[src/rtl/vmem_pkg.sv]
// -----------------------------------------------------------------------------
// vmem_pkg
// Shared definitions for the frame-memory arbiter:
//   - default address/pixel widths, host FIFO depth and last clear address
//   - arbiter FSM state type
//   - pixel and address typedefs at the default widths
//   - helper returning the width of a 0..depth occupancy counter
// -----------------------------------------------------------------------------
package vmem_pkg;

   localparam int DEF_ADDR_W     = 19;      // {h[9:0], v[8:0]}
   localparam int DEF_DATA_W     = 24;      // 8R/8G/8B
   localparam int DEF_FIFO_DEPTH = 8;
   localparam int DEF_CLR_LAST   = 524287;

   typedef enum logic {
      IDLE  = 1'b0,
      CLEAR = 1'b1
   } state_t;

   typedef logic [DEF_DATA_W-1:0] pixel_t;
   typedef logic [DEF_ADDR_W-1:0] vaddr_t;

   // Width of a counter that must represent 0..depth inclusive.
   function automatic int level_w(input int depth);
      return $clog2(depth + 1);
   endfunction

endpackage

[src/rtl/vmem_wr_fifo.sv]
// -----------------------------------------------------------------------------
// vmem_wr_fifo
// Small synchronous FIFO buffering host pixel writes until the memory port is
// free. The head entry is presented combinationally so the arbiter can write
// it to memory in the same cycle it pops it.
//
// Ports:
//   clk, resetn   clock, asynchronous active-low reset
//   push          write push_data (ignored when full or flushing)
//   push_data     entry to enqueue
//   pop           drop head entry (ignored when empty or flushing)
//   flush         discard every entry, including a same-cycle push
//   head_data     current head entry (valid when !empty)
//   full, empty   occupancy flags
//   level         number of entries held
// -----------------------------------------------------------------------------
module vmem_wr_fifo #(
   parameter int WIDTH = 43,
   parameter int DEPTH = 8,
   localparam int PTR_W = $clog2(DEPTH),
   localparam int LVL_W = $clog2(DEPTH + 1)
) (
   input  logic             clk,
   input  logic             resetn,
   input  logic             push,
   input  logic [WIDTH-1:0] push_data,
   input  logic             pop,
   input  logic             flush,
   output logic [WIDTH-1:0] head_data,
   output logic             full,
   output logic             empty,
   output logic [LVL_W-1:0] level
);

   logic [WIDTH-1:0] store_q [DEPTH];
   logic [PTR_W-1:0] wr_ptr_q, wr_ptr_d;
   logic [PTR_W-1:0] rd_ptr_q, rd_ptr_d;
   logic [LVL_W-1:0] level_q, level_d;
   logic             do_push;
   logic             do_pop;

   assign full      = (level_q == LVL_W'(DEPTH));
   assign empty     = (level_q == '0);
   assign level     = level_q;
   assign head_data = store_q[rd_ptr_q];

   // Flush wins over everything so a write accepted alongside it is lost.
   assign do_push = push & ~full  & ~flush;
   assign do_pop  = pop  & ~empty & ~flush;

   always_comb begin
      wr_ptr_d = wr_ptr_q;
      rd_ptr_d = rd_ptr_q;
      level_d  = level_q;
      if (flush) begin
         wr_ptr_d = '0;
         rd_ptr_d = '0;
         level_d  = '0;
      end else begin
         // Pointers wrap naturally because DEPTH is a power of two.
         if (do_push) wr_ptr_d = wr_ptr_q + PTR_W'(1);
         if (do_pop)  rd_ptr_d = rd_ptr_q + PTR_W'(1);
         case ({do_push, do_pop})
            2'b10:   level_d = level_q + LVL_W'(1);
            2'b01:   level_d = level_q - LVL_W'(1);
            default: level_d = level_q;
         endcase
      end
   end

   always_ff @(posedge clk or negedge resetn) begin
      if (!resetn) begin
         wr_ptr_q <= '0;
         rd_ptr_q <= '0;
         level_q  <= '0;
      end else begin
         wr_ptr_q <= wr_ptr_d;
         rd_ptr_q <= rd_ptr_d;
         level_q  <= level_d;
      end
   end

   // Storage carries no reset; only the pointers define what is valid.
   always_ff @(posedge clk) begin
      if (do_push) store_q[wr_ptr_q] <= push_data;
   end

endmodule

[src/rtl/vmem_arbiter.sv]
// -----------------------------------------------------------------------------
// vmem_arbiter
// Single access point to the single-port frame memory. Each cycle exactly one
// user is granted, in priority order: display read, clear engine, host FIFO.
//
// Ports:
//   clk, resetn              clock, asynchronous active-low reset
//   rd_en, rd_addr           display read request (never stalled)
//   rd_data, rd_data_valid   read return, one cycle after rd_en
//   wr_valid/wr_ready        host write handshake, wr_addr/wr_data payload
//   clr_start, clr_data      start a fill of 0..CLR_LAST with clr_data
//   clr_busy                 fill in progress
//   fifo_level               host FIFO occupancy
//   mem_en/we/addr/wdata     memory command, mem_rdata synchronous read data
// -----------------------------------------------------------------------------
module vmem_arbiter
   import vmem_pkg::*;
#(
   parameter int ADDR_W     = DEF_ADDR_W,
   parameter int DATA_W     = DEF_DATA_W,
   parameter int FIFO_DEPTH = DEF_FIFO_DEPTH,
   parameter int CLR_LAST   = DEF_CLR_LAST,
   localparam int LVL_W     = $clog2(FIFO_DEPTH + 1)
) (
   input  logic              clk,
   input  logic              resetn,
   input  logic              rd_en,
   input  logic [ADDR_W-1:0] rd_addr,
   output logic [DATA_W-1:0] rd_data,
   output logic              rd_data_valid,
   input  logic              wr_valid,
   output logic              wr_ready,
   input  logic [ADDR_W-1:0] wr_addr,
   input  logic [DATA_W-1:0] wr_data,
   input  logic              clr_start,
   input  logic [DATA_W-1:0] clr_data,
   output logic              clr_busy,
   output logic [LVL_W-1:0]  fifo_level,
   output logic              mem_en,
   output logic              mem_we,
   output logic [ADDR_W-1:0] mem_addr,
   output logic [DATA_W-1:0] mem_wdata,
   input  logic [DATA_W-1:0] mem_rdata
);

   localparam int ENTRY_W = ADDR_W + DATA_W;

   state_t            state_q, state_d;
   logic [ADDR_W-1:0] clr_addr_q, clr_addr_d;
   logic [DATA_W-1:0] clr_val_q, clr_val_d;
   logic              rd_valid_q;

   logic               clr_accept;
   logic               fifo_push;
   logic               fifo_pop;
   logic               fifo_full;
   logic               fifo_empty;
   logic [ENTRY_W-1:0] fifo_head;

   // ---------------------------------------------------------------- FIFO
   assign wr_ready  = resetn & (state_q == IDLE) & ~fifo_full;
   assign fifo_push = wr_valid & wr_ready;

   vmem_wr_fifo #(
      .WIDTH (ENTRY_W),
      .DEPTH (FIFO_DEPTH)
   ) u_wr_fifo (
      .clk       (clk),
      .resetn    (resetn),
      .push      (fifo_push),
      .push_data ({wr_addr, wr_data}),
      .pop       (fifo_pop),
      .flush     (clr_accept),
      .head_data (fifo_head),
      .full      (fifo_full),
      .empty     (fifo_empty),
      .level     (fifo_level)
   );

   // ------------------------------------------------------ state register
   always_ff @(posedge clk or negedge resetn) begin
      if (!resetn) begin
         state_q    <= IDLE;
         clr_addr_q <= '0;
         clr_val_q  <= '0;
         rd_valid_q <= 1'b0;
      end else begin
         state_q    <= state_d;
         clr_addr_q <= clr_addr_d;
         clr_val_q  <= clr_val_d;
         rd_valid_q <= rd_en;
      end
   end

   // ------------------------------------------------------ next state
   always_comb begin
      state_d    = state_q;
      clr_addr_d = clr_addr_q;
      clr_val_d  = clr_val_q;
      clr_accept = 1'b0;
      case (state_q)
         IDLE: begin
            if (clr_start) begin
               state_d    = CLEAR;
               clr_addr_d = '0;
               clr_val_d  = clr_data;
               clr_accept = 1'b1;
            end
         end
         CLEAR: begin
            // The fill only advances on cycles the display leaves free.
            if (!rd_en) begin
               if (clr_addr_q == ADDR_W'(CLR_LAST)) begin
                  state_d    = IDLE;
                  clr_addr_d = '0;
               end else begin
                  clr_addr_d = clr_addr_q + ADDR_W'(1);
               end
            end
         end
         default: state_d = IDLE;
      endcase
   end

   // ------------------------------------------------------ outputs
   // One grant per cycle; everything is held at zero while in reset so the
   // memory sees no command even if rd_en is asserted.
   always_comb begin
      mem_en    = 1'b0;
      mem_we    = 1'b0;
      mem_addr  = '0;
      mem_wdata = '0;
      fifo_pop  = 1'b0;
      if (resetn) begin
         if (rd_en) begin
            mem_en   = 1'b1;
            mem_addr = rd_addr;
         end else if (state_q == CLEAR) begin
            mem_en    = 1'b1;
            mem_we    = 1'b1;
            mem_addr  = clr_addr_q;
            mem_wdata = clr_val_q;
         end else if (!fifo_empty) begin
            mem_en    = 1'b1;
            mem_we    = 1'b1;
            mem_addr  = fifo_head[ENTRY_W-1 -: ADDR_W];
            mem_wdata = fifo_head[DATA_W-1:0];
            fifo_pop  = 1'b1;
         end
      end
   end

   assign clr_busy      = (state_q == CLEAR);
   assign rd_data_valid = rd_valid_q;
   assign rd_data       = resetn ? mem_rdata : '0;

endmodule

[config.mk]
export PLATFORM = sky130hd
export DESIGN_NAME = vmem_arbiter
export DESIGN_NICKNAME = d
export VERILOG_FILES = /design/src/rtl/vmem_pkg.sv /design/src/rtl/vmem_wr_fifo.sv /design/src/rtl/vmem_arbiter.sv
export SDC_FILE = /design/constraint.sdc
export NUM_CORES = 1
export LEC_CHECK = 0
export BUFFER_PORTS_ARGS = -buffer_cell sky130_fd_sc_hd__buf_2
export CORE_ASPECT_RATIO = 0.7
export CORE_UTILIZATION = 53
export DETAILED_ROUTE_END_ITERATION = 12
export GPL_ROUTABILITY_DRIVEN = 0
export PLACE_DENSITY = 0.74
export SYNTH_ARGS = -nofsm -noshare
export SYNTH_HDL_FRONTEND = slang
export SYNTH_SLANG_ARGS = --single-unit
[constraint.sdc]
create_clock -name clk -period 6.4 [get_ports clk]
set_input_delay 0 -clock clk [delete_from_list [all_inputs] [get_ports clk]]
set_output_delay 0 -clock clk [all_outputs]
set_load 0.01 [all_outputs]
==> results.tsv <==
stage	metric	value	unit
timing	Post-Route Skew	0.01712	ns
timing	fmax	285.1	MHz
yosys	top cells by area, synth	edfxtp_1, mux4_2, dfrtp_1	
timing	worst hold margin	0.1980	ns
min_path	worst min path class	in2reg	
routing	Initial DRT Pass Iterations	5	
global_routing	GRT overflow	0	
pwr	sequential share of power	53.1	%
yosys	Synth Net Count	1083	
yosys	most frequent cell after synthesis	edfxtp_1	
pwr	Clk network pwr share	40.5	%
setup_path	CP delay by family, top	buffers and inverters	
clock_tree	# clock sinks	399	
placed_design	dpl hpwl	20600	um
cells_and_area	area taken by multi-input logic gates	0.004451	sq mm
floorplanning	Die Span Y	149.0	um
pwr	Total Power	0.005488	W
yosys	flops & latches, synth	399	
setup_path	CP Buf/Inv Count	5	
routing	drt drc	0	
yosys	post-synth top area share	63.13	%
run_status	run status	complete, no violations	
floorplanning	Die Wd	212.0	um
global_routing	grt met2 use	37.28	%
floorplanning	I/O pins	191	
timing	Pins Over Slew Limit	0	
cells_and_area	Reg area	0.01172	sq mm
yosys	Seq/Total Area, Yosys	71.54	%
yosys	Async SR Flop Fraction	13.78	%
routing	DRT antenna net count	0	
clock_tree	Max clock buf depth	3	
pwr	sw frac	21.09	%
timing	Fin. Hold Viols	0	
cells_and_area	Finished Layout Cells	1665	
setup_path	max incr delay on CP	0.96	ns
timing	Fin Setup TNS	0	ns
timing	RSZ-0062 raised after global routing	no	
yosys	syn avg cell area	17.01	sq um
timing	Tcrit/Tclk final	54.80	%
yosys	Syn Std Cell Area	0.01636	sq mm
clock_tree	Clk Latency, worst-skew pair	0.53	ns
pwr	Psw	0.001158	W
yosys	Yosys cell types	54	
global_routing	initial antenna violation count	3	
yosys	predominant post-synthesis flop cell	edfxtp_1	
cells_and_area	share of cells above drive strength 1	29.87	%
setup_path	CP max stage cell	and2_1	
setup_path	crit-path max FO	70	
pwr	cell internal pwr	0.004331	W
placed_design	IO Port Bufs	190	
cells_and_area	layout net count	1345	
global_routing	first-pass GRT wire length	55510	um
setup_path	Worst EP arrival	3.51	ns
yosys	Yosys top cell by area	edfxtp_1	
clock_tree	H-Tree Depth	2	
setup_path	Setup crit start kind	input port	
global_routing	global route hottest layer	met2	
timing	worst relative slew slack	26.64	%
pwr	worst vdd ir	0.0001838	V
clock_tree	CTS tree	yes	
floorplanning	site row count	53	
setup_path	cell chain of the critical path	dlygate4sd3_1, dlygate4sd3_1, buf_4, buf_4, and2_1, nand2_1, o21ai_0, buf_2	
yosys	Post-synth EDFFs	344	
yosys	Ys Warns	0	
global_routing	vias in the first global route	9597	
pwr	Power Density	277.9	mW/mm^2
routing	Avg WL per Cell	21.74	um
routing	routed vias	9653	
run	Max Cap Violations	0	
routing	Post-Route WL	36200	um
clock_tree	clock slew at reported path FFs	0.06	ns
global_routing	GR Util met3	4.126	%
global_routing	largest net degree at the start of global routing	71	
pwr	cell leakage power	6.978	nW
placed_design	placed inst area	0.01777	sq mm
cells_and_area	Fill cells	2063	
clock_tree	CTS buffer count	37	
routing	Via density	5.798	
cells_and_area	Final Cell Area	0.01975	sq mm
setup_path	critical path type	in2out	
clock_tree	clock root buffer	clkbuf_16	
global_routing	met1 Usage GRT	34.11	%
global_routing	total global-route track usage	23.51	%
floorplanning	area of the die	0.03159	sq mm
floorplanning	total core area	0.03017	sq mm
timing	Slew @ Worst Pin	1.100	ns
cells_and_area	area grow syn2layout	20.68	%
yosys	synth cell count leaders	edfxtp_1, nand2_1, mux4_2, o21ai_0, dfrtp_1	
setup_path	CP endpoint kind	primary output	
timing	shortest period the worst path allows	3.507	ns
floorplanning	starting density of the core	54.23	%
setup_path	CP required	6.40	ns
placed_design	Placed Cells	1524	
timing	Final Setup Violations	0	
pwr	Comb pwr share	6.4	%
yosys	Mapped Cells	962	
routing	First DRT Iteration DRCs	811	
## per-layer routing
metal	part of all wire (%)	vias up	routed length, um
met1	44	4973	15870
met3	6.0	53	2178
met2	48	337	17420
met5	0.064	-	23
li1	-	4286	-
met4	2.0	4	713
## registers in the layout (all words and copies together), names as in the netlist
register,count
rd_data_valid,1
u_wr_fifo.level,4
clr_busy,1
u_wr_fifo.store_q,344
u_wr_fifo.wr_ptr_q,3
clr_val_q,24
u_wr_fifo.rd_ptr_q,3
clr_addr_q,19
## logic make-up after synthesis
family                     share of synthesized area (%)
DFF                                                71.54
muxes                                              14.60
adders and majority gates                         0.5047
and+or+nand+nor                                    7.126
buffers and inverters                              1.621
AOI/OAI and AO/OA                                  4.343
xor gates and xnor gates                          0.2677
## path summary, 6_finish.rpt
kind | slack, ns | cells past startpoint | start | to
worst max-delay path | 2.89 | 8 | resetn | mem_wdata[22]
worst min-delay path | 0.20 | 4 | clr_data[3] | clr_val_q[3]$_DFFE_PN0P_
worst max register to register | 3.36 | 9 | u_wr_fifo.level[3]$_DFFE_PN0P_ | u_wr_fifo.level[3]$_DFFE_PN0P_
worst min register to register | 0.47 | 2 | clr_val_q[19]$_DFFE_PN0P_ | clr_val_q[19]$_DFFE_PN0P_
max in group asynchronous | 5.13 | 4 | resetn | clr_addr_q[5]$_DFFE_PN0P_
min in group asynchronous | 0.60 | 4 | resetn | u_wr_fifo.level[1]$_DFFE_PN0P_
## metrics by stage
step / setup slack [ns] / util [%]
after global placement: 3.566 / 58.91
after floorplan: 0.3254 / -
final: 2.893 / 65.45
after global routing: 2.722 / 65.45
after CTS: 2.933 / 65.44
after detailed placement: 3.448 / 58.91
## layout by cell type, fill, tap and decap left out, types with 18 or more instances in the layout
cell / n
and2_1: 25
nand2_1: 144
clkbuf_16: 37
o21ai_0: 56
nor2_1: 21
mux4_2: 86
a22o_1: 19
buf_2: 189
dlygate4sd3_1: 72
edfxtp_1: 344
mux2i_1: 44
buf_4: 18
dfrtp_1: 52
## final cells by class
type	instances	share of cell area [%]
flip-flops and latches	399	59.32
multi-input cells	503	22.54
repair buffers	280	9.225
clock buffers	44	4.923
well taps	412	2.610
clock inverters	23	1.312
inverters	3	0.05702
diodes	1	0.01267
## power by group through the flow
stage	clock (W)	combinational [W]	sequential (W)
after global placement	0	0.000304	0.00297
after global routing	0.00235	0.000385	0.00292
after detailed placement	0	0.000313	0.00297
after floorplan	0	0.000201	0.00294
after CTS	0.00226	0.000352	0.00291
final	0.00222	0.000351	0.00292
## worst register-to-register path, stage by stage (launching register included)
cell and delay, ns:
dfrtp_1 0.56, nor4_1 0.13, or4_1 0.54, nor2_1 0.25
ha_1 0.29, a21o_1 0.18, a21oi_1 0.34, nand3_1 0.14
or3_1 0.32, and4b_1 0.18
## repair_timing
action / 4_1_cts / 5_1_grt
endpoints found under the hold margin: 403 / 0
hold buffers: 73 / 0
buffers inserted: 0 / 0
gates resized for setup: 0 / 0
Note: power is estimated with default switching activity, not from simulation.
